==> src/rtl/gx400_video_pkg.sv <==
// Shared definitions for the GX400 video memory path: default bus widths,
// CPU-port state encoding and a counter-width helper.
package gx400_video_pkg;

  localparam int unsigned GX_AW = 10;
  localparam int unsigned GX_DW = 8;

  typedef enum logic [2:0] {
    C_IDLE = 3'd0,
    C_WAIT = 3'd1,
    C_WR   = 3'd2,
    C_RD1  = 3'd3,
    C_RD2  = 3'd4,
    C_END  = 3'd5
  } cpu_state_e;

  // Bits needed to hold 0..maxv; never returns zero.
  function automatic int unsigned cnt_width(input int unsigned maxv);
    return (maxv < 2) ? 1 : $clog2(maxv + 1);
  endfunction

endpackage

==> src/rtl/gx400_vram_starve_cnt.sv <==
// Saturating count of CPU wait cycles; raises o_starve once the count
// reaches MAXWAIT and drops it when the wait is cleared.
module gx400_vram_starve_cnt
  import gx400_video_pkg::*;
#(
  parameter int unsigned MAXWAIT = 255
) (
  input  logic i_clk,
  input  logic i_rst_n,
  input  logic i_inc,
  input  logic i_clr,
  output logic o_starve
);

  localparam int unsigned CW = cnt_width(MAXWAIT);
  localparam logic [CW-1:0] CMAX = CW'(MAXWAIT);

  logic [CW-1:0] cnt_q, cnt_d;
  logic          starve_q, starve_d;

  always_comb begin
    cnt_d    = cnt_q;
    starve_d = starve_q;
    if (i_clr) begin
      cnt_d    = '0;
      starve_d = 1'b0;
    end else begin
      if (i_inc && (cnt_q != CMAX)) cnt_d = cnt_q + 1'b1;
      if (cnt_d == CMAX) starve_d = 1'b1;
    end
  end

  always_ff @(posedge i_clk or negedge i_rst_n) begin
    if (!i_rst_n) begin
      cnt_q    <= '0;
      starve_q <= 1'b0;
    end else begin
      cnt_q    <= cnt_d;
      starve_q <= starve_d;
    end
  end

  assign o_starve = starve_q;

endmodule

==> src/rtl/gx400_vram_arbiter.sv <==
// Single-port VRAM arbiter: video reads take absolute priority, CPU accesses
// fill free cycles. Optional posted write buffer: GX400_VRAM_WRBUF_EN.
module gx400_vram_arbiter
  import gx400_video_pkg::*;
#(
  parameter int unsigned AW      = GX_AW,
  parameter int unsigned DW      = GX_DW,
  parameter int unsigned MAXWAIT = 255
) (
  input  logic          i_MCLK,
  input  logic          i_RST_n,
  input  logic          i_VID_REQ,
  input  logic [AW-1:0] i_VID_ADDR,
  output logic [DW-1:0] o_VID_DATA,
  output logic          o_VID_VALID,
  input  logic          i_CPU_REQ,
  input  logic          i_CPU_WR,
  input  logic [AW-1:0] i_CPU_ADDR,
  input  logic [DW-1:0] i_CPU_DIN,
  output logic [DW-1:0] o_CPU_DOUT,
  output logic          o_CPU_ACK,
  output logic          o_CPU_STARVE,
  output logic [AW-1:0] o_SRAM_ADDR,
  output logic [DW-1:0] o_SRAM_DIN,
  output logic          o_SRAM_WR_n,
  output logic          o_SRAM_RD_n,
  input  logic [DW-1:0] i_SRAM_DOUT
);

  cpu_state_e    cpu_state_q, cpu_state_d;
  logic [AW-1:0] sram_addr_q, sram_addr_d;
  logic [DW-1:0] sram_din_q, sram_din_d;
  logic          sram_wr_n_q, sram_wr_n_d;
  logic          sram_rd_n_q, sram_rd_n_d;
  logic [1:0]    vid_pipe_q, vid_pipe_d;
  logic          vid_valid_q, vid_valid_d;
  logic [DW-1:0] vid_data_q, vid_data_d;
  logic          cpu_ack_q, cpu_ack_d;
  logic [DW-1:0] cpu_dout_q, cpu_dout_d;
  logic          wait_inc, wait_clr;

`ifdef GX400_VRAM_WRBUF_EN
  logic          wb_valid_q, wb_valid_d;
  logic [AW-1:0] wb_addr_q, wb_addr_d;
  logic [DW-1:0] wb_data_q, wb_data_d;
`endif

  always_comb begin
    cpu_state_d = cpu_state_q;
    sram_addr_d = sram_addr_q;
    sram_din_d  = sram_din_q;
    sram_wr_n_d = 1'b1;
    sram_rd_n_d = 1'b1;
    cpu_ack_d   = 1'b0;
    cpu_dout_d  = cpu_dout_q;
    // SRAM data appears one cycle after the strobe; capture it one more later.
    vid_pipe_d  = {vid_pipe_q[0], i_VID_REQ};
    vid_valid_d = vid_pipe_q[1];
    vid_data_d  = vid_pipe_q[1] ? i_SRAM_DOUT : vid_data_q;
`ifdef GX400_VRAM_WRBUF_EN
    wb_valid_d  = wb_valid_q;
    wb_addr_d   = wb_addr_q;
    wb_data_d   = wb_data_q;
`endif

    if (i_VID_REQ) begin
      sram_addr_d = i_VID_ADDR;
      sram_rd_n_d = 1'b0;
    end
`ifdef GX400_VRAM_WRBUF_EN
    else if (wb_valid_q) begin
      sram_addr_d = wb_addr_q;
      sram_din_d  = wb_data_q;
      sram_wr_n_d = 1'b0;
      wb_valid_d  = 1'b0;
    end
`endif

    unique case (cpu_state_q)
      C_IDLE, C_WAIT: begin
        if (!i_CPU_REQ) begin
          cpu_state_d = C_IDLE;
        end
`ifdef GX400_VRAM_WRBUF_EN
        // A pending posted write blocks every CPU access so reads see it.
        else if (wb_valid_q) begin
          cpu_state_d = C_WAIT;
        end else if (i_CPU_WR && i_VID_REQ) begin
          wb_valid_d  = 1'b1;
          wb_addr_d   = i_CPU_ADDR;
          wb_data_d   = i_CPU_DIN;
          cpu_state_d = C_WR;
        end
`endif
        else if (i_VID_REQ) begin
          cpu_state_d = C_WAIT;
        end else begin
          sram_addr_d = i_CPU_ADDR;
          if (i_CPU_WR) begin
            sram_din_d  = i_CPU_DIN;
            sram_wr_n_d = 1'b0;
            cpu_state_d = C_WR;
          end else begin
            sram_rd_n_d = 1'b0;
            cpu_state_d = C_RD1;
          end
        end
      end
      C_WR: begin
        cpu_ack_d   = 1'b1;
        cpu_state_d = C_END;
      end
      C_RD1: cpu_state_d = C_RD2;
      C_RD2: begin
        cpu_dout_d  = i_SRAM_DOUT;
        cpu_ack_d   = 1'b1;
        cpu_state_d = C_END;
      end
      C_END: if (!i_CPU_REQ) cpu_state_d = C_IDLE;
      default: cpu_state_d = C_IDLE;
    endcase

    wait_inc = (cpu_state_q == C_WAIT) && (cpu_state_d == C_WAIT);
    wait_clr = (cpu_state_d != C_WAIT);
  end

  always_ff @(posedge i_MCLK or negedge i_RST_n) begin
    if (!i_RST_n) begin
      cpu_state_q <= C_IDLE;
      sram_addr_q <= '0;
      sram_din_q  <= '0;
      sram_wr_n_q <= 1'b1;
      sram_rd_n_q <= 1'b1;
      vid_pipe_q  <= '0;
      vid_valid_q <= 1'b0;
      vid_data_q  <= '0;
      cpu_ack_q   <= 1'b0;
      cpu_dout_q  <= '0;
    end else begin
      cpu_state_q <= cpu_state_d;
      sram_addr_q <= sram_addr_d;
      sram_din_q  <= sram_din_d;
      sram_wr_n_q <= sram_wr_n_d;
      sram_rd_n_q <= sram_rd_n_d;
      vid_pipe_q  <= vid_pipe_d;
      vid_valid_q <= vid_valid_d;
      vid_data_q  <= vid_data_d;
      cpu_ack_q   <= cpu_ack_d;
      cpu_dout_q  <= cpu_dout_d;
    end
  end

`ifdef GX400_VRAM_WRBUF_EN
  always_ff @(posedge i_MCLK or negedge i_RST_n) begin
    if (!i_RST_n) begin
      wb_valid_q <= 1'b0;
      wb_addr_q  <= '0;
      wb_data_q  <= '0;
    end else begin
      wb_valid_q <= wb_valid_d;
      wb_addr_q  <= wb_addr_d;
      wb_data_q  <= wb_data_d;
    end
  end
`endif

  gx400_vram_starve_cnt #(
    .MAXWAIT (MAXWAIT)
  ) u_starve (
    .i_clk    (i_MCLK),
    .i_rst_n  (i_RST_n),
    .i_inc    (wait_inc),
    .i_clr    (wait_clr),
    .o_starve (o_CPU_STARVE)
  );

  assign o_SRAM_ADDR = sram_addr_q;
  assign o_SRAM_DIN  = sram_din_q;
  assign o_SRAM_WR_n = sram_wr_n_q;
  assign o_SRAM_RD_n = sram_rd_n_q;
  assign o_VID_VALID = vid_valid_q;
  assign o_VID_DATA  = vid_data_q;
  assign o_CPU_ACK   = cpu_ack_q;
  assign o_CPU_DOUT  = cpu_dout_q;

endmodule

==> config.mk <==
export PLATFORM = sky130hd
export DESIGN_NAME = gx400_vram_arbiter
export DESIGN_NICKNAME = d
export VERILOG_FILES = /design/src/rtl/gx400_video_pkg.sv /design/src/rtl/gx400_vram_starve_cnt.sv /design/src/rtl/gx400_vram_arbiter.sv
export SDC_FILE = /design/constraint.sdc
export NUM_CORES = 1
export LEC_CHECK = 0
export CORE_ASPECT_RATIO = 2
export CORE_MARGIN = 2
export CORE_UTILIZATION = 40
export CTS_CLUSTER_DIAMETER = 50
export DETAILED_ROUTE_END_ITERATION = 10
export GPL_TIMING_DRIVEN = 0
export PLACE_DENSITY = 0.75
export SYNTH_ARGS = -nofsm -noshare
export SYNTH_HDL_FRONTEND = slang
export SYNTH_HIERARCHICAL = 1
export SYNTH_SLANG_ARGS = --single-unit
==> constraint.sdc <==
create_clock -name i_MCLK -period 2 [get_ports i_MCLK]
set_input_delay 0.2 -clock i_MCLK [delete_from_list [all_inputs] [get_ports i_MCLK]]
set_output_delay 0.2 -clock i_MCLK [all_outputs]
set_load 0.005 [all_outputs]
==> qor.txt <==
Final #Nets: 331
Initial Utilization: 0.416
Initial antenna violation count: 0
Post-synth top flop: dfrtp_1
Number of CTS-inserted buffers: 5
YS warnings: 6
Critical Path End: u_starve/o_starve$_DFFE_PN0P_
Synth async-reset ratio: 1.00
Fillers: 446
Antenna cells: 0
Max-Cap Viols: 0
Syn_area_per_cell: 12.0 sq um
Std cell rows: 38
CTS tree: done
Largest net degree at the start of global routing: 28
Worst Path Required: 2210 ps
Unrepaired setup endpoints after global routing: true
Overall via count from detail_route: 1790
CP Launch Type: flop
Post-route ant nets: 0
Worst r2r src: cpu_state_q[2]$_DFF_PN0_
Worst Path Class, Setup: flop to flop
Clock Tree Root: clkbuf_8
1st-pass router iterations: 4
Total overflow reported by the global router: 0
Post-synthesis sequential area ratio: 0.573
Cell Chain, Critical Path: nor3b_2 > buf_4 > and3_4 > buf_6 > and4_4 > a31oi_2 > a211oi_2 > nand4_1 > o32ai_2
Failing checks: setup timing
Commonest non-fill, non-tap cell in the layout: clkdlybuf4s50_1
Vias in the first global route: 1810
Count of final max-slew check failures: 0
Final wirelength: 5200 um
Clk_skew: 4.91 ps
DP HPWL: 3680 um
Sequential cell area: 1310 sq um
First-pass GRT wire length: 8740 um
Relative slew slack: 0.590
Drt first-iter violations: 31
Placed cells: 330
Post-synth EDFFs: 0
Endpoints failing setup: 2
Worst-Skew Late Latency: 300 ps
Terminus of the critical flop-to-flop path: u_starve/o_starve$_DFFE_PN0P_
Non-Filler Instances: 350
R2r setup slk: -70 ps
P_leak: 1.43 nW
Hold Violations, Final: 0
Maximum ir drop on the vdd rail: 0.665 mV
Final worst slack: -72.8 ps
Yosys cell types: 37
Die ar.: 6340 sq um
Vias per cell: 5.11
Crit. Startpoint: cpu_state_q[2]$_DFF_PN0_
Worst Path Buf+Inv: 2
Mapped Area: 2270 sq um
Pwr dens: 960 nW/um^2
Clock Path Buffers: 2
Wire per inst: 14.9 um
Worst slew pin tran: 616 ps
R2r worst-path depth: 9
Critical-path top delay cell: dfrtp_2
Most frequent cells in the layout: 77 x clkdlybuf4s50_1, 49 x dfrtp_1, 27 x a21oi_1, 17 x nand2_1
Synth Instances: 190
GP Congestion: 0.800
Status: finished with violations
Worst path max stage delay: 440 ps
Die Width: 57.3 um
Crit Path Max Fanout: 6
Min Clock Period, post-route: 2070 ps
All-Layer GR Usage: 0.176
Dpl cell area: 3160 sq um
# IOs: 80
Number of synthesized register bits: 52
Hold Path Class: primary input to flop
Period utilization: 1.04
Layout cells sized above 1: 0.200
Synthesized Nets: 232
# H-tree levels: 2
DRC: 0
Clock-pin slew on the worst setup and hold paths: 90 ps
Final instance area: 3370 sq um
PortBufs: 79
Power, Total: 3.23 mW
Area of the multi-input gates: 933 sq um
Fmax: 482 MHz
CP arrival: 2290 ps
Core area: 5470 sq um
Worst setup EP type: flop
Area Growth Syn to Fin: 48.1%
Worst path top cell family by delay: simple AND/OR/NAND/NOR gates
Crit. path cell count: 9
CTS sink count: 52
Die height: 111 um
[flip-flops by register name (all words and copies together) (netlist names)]
register           count
o_SRAM_ADDR           10
o_CPU_DOUT             8
o_SRAM_DIN             8
o_VID_DATA             8
u_starve/cnt_q         8
cpu_state_q            3
vid_pipe_q             2
o_CPU_ACK              1
o_SRAM_RD_n            1
o_SRAM_WR_n            1
o_VID_VALID            1
u_starve/o_starve      1
[through the flow]
step	setup WS (ps)	hold slack (ps)	util	setup TNS [ps]
finish	-72.8	292	0.616	-88.9
global route	-179	295	0.616	-298
CTS	-29.6	290	0.609	-29.6
detailed placement	-602	244	0.578	-2020
global placement	-826	340	0.575	-43600
floorplan	32.0	-95.6	-	0
[cells in the mapped netlist (3+ instances only)]
library cell	instances	area (sq um)
a21oi_1	27	135
buf_2	4	20.0
mux2_2	12	135
nor2b_1	11	68.8
nor3_1	3	15.0
nand2b_1	6	37.5
dfrtp_1	50	1250
mux2_1	4	45.0
nand3_1	5	25.0
mux2_4	8	120
o21ai_0	4	20.0
nand2_1	17	63.8
nor2_1	6	22.5
clkbuf_1	3	11.3
[power by group]
part	switching, mW	internal, mW
clock	0.336	0.282
sequential	0.137	1.31
combinational	0.386	0.783
[how the worst min path moves through the flow]
stage	startpoint	end	slack (ps)	cells after the start
global placement	vid_pipe_q[0]$_DFF_PN0_	vid_pipe_q[1]$_DFF_PN0_	340	0
finish	i_VID_REQ	vid_pipe_q[0]$_DFF_PN0_	290	1
detailed placement	i_RST_n	o_CPU_DOUT[6]$_DFFE_PN0N_	240	1
floorplan	i_RST_n	cpu_state_q[0]$_DFF_PN0_	-100	0
global route	i_VID_REQ	vid_pipe_q[0]$_DFF_PN0_	290	1
CTS	i_VID_REQ	vid_pipe_q[0]$_DFF_PN0_	290	1
[cell families after synthesis]
group | after synthesis | share of synthesized area
AO/OA/AOI/OAI | 38 | 0.0969
XOR/XNOR | 1 | 0.00385
adder cells (fa/ha/maj) | 1 | 0.00550
buffers and inverters | 10 | 0.0220
flip-flops | 52 | 0.573
multiplexers | 25 | 0.136
AND/OR/NAND/NOR | 63 | 0.162
[layout make-up]
| cell class | instances | area share |
|---|---|---|
| sequential | 52 | 0.388 |
| multi-input combinational | 128 | 0.277 |
| timing repair buffer | 92 | 0.266 |
| clock buffer | 7 | 0.0256 |
| tap | 60 | 0.0223 |
| buffer | 9 | 0.0175 |
| clock inverter | 1 | 0.00223 |
| inverter | 1 | 0.00111 |
[layer usage]
metal	global-route usage	vias to the layer above	share of wire
met5	0	-	0
met4	0.0899	0	0.036
met3	0.0269	13	0.031
met2	0.309	45	0.57
met1	0.200	868	0.37
li1	-	864	-
[timing repair]
item | CTS | global route
buffers inserted | 8 | 3
pin swaps | 3 | 3
endpoints found under the hold margin | 25 | 0
resized for setup | 4 | 4
hold buffers | 1 | 0
cloned | 0 | 0
endpoints found under the setup margin | 3 | 3
(Power assumes the default switching activity.)
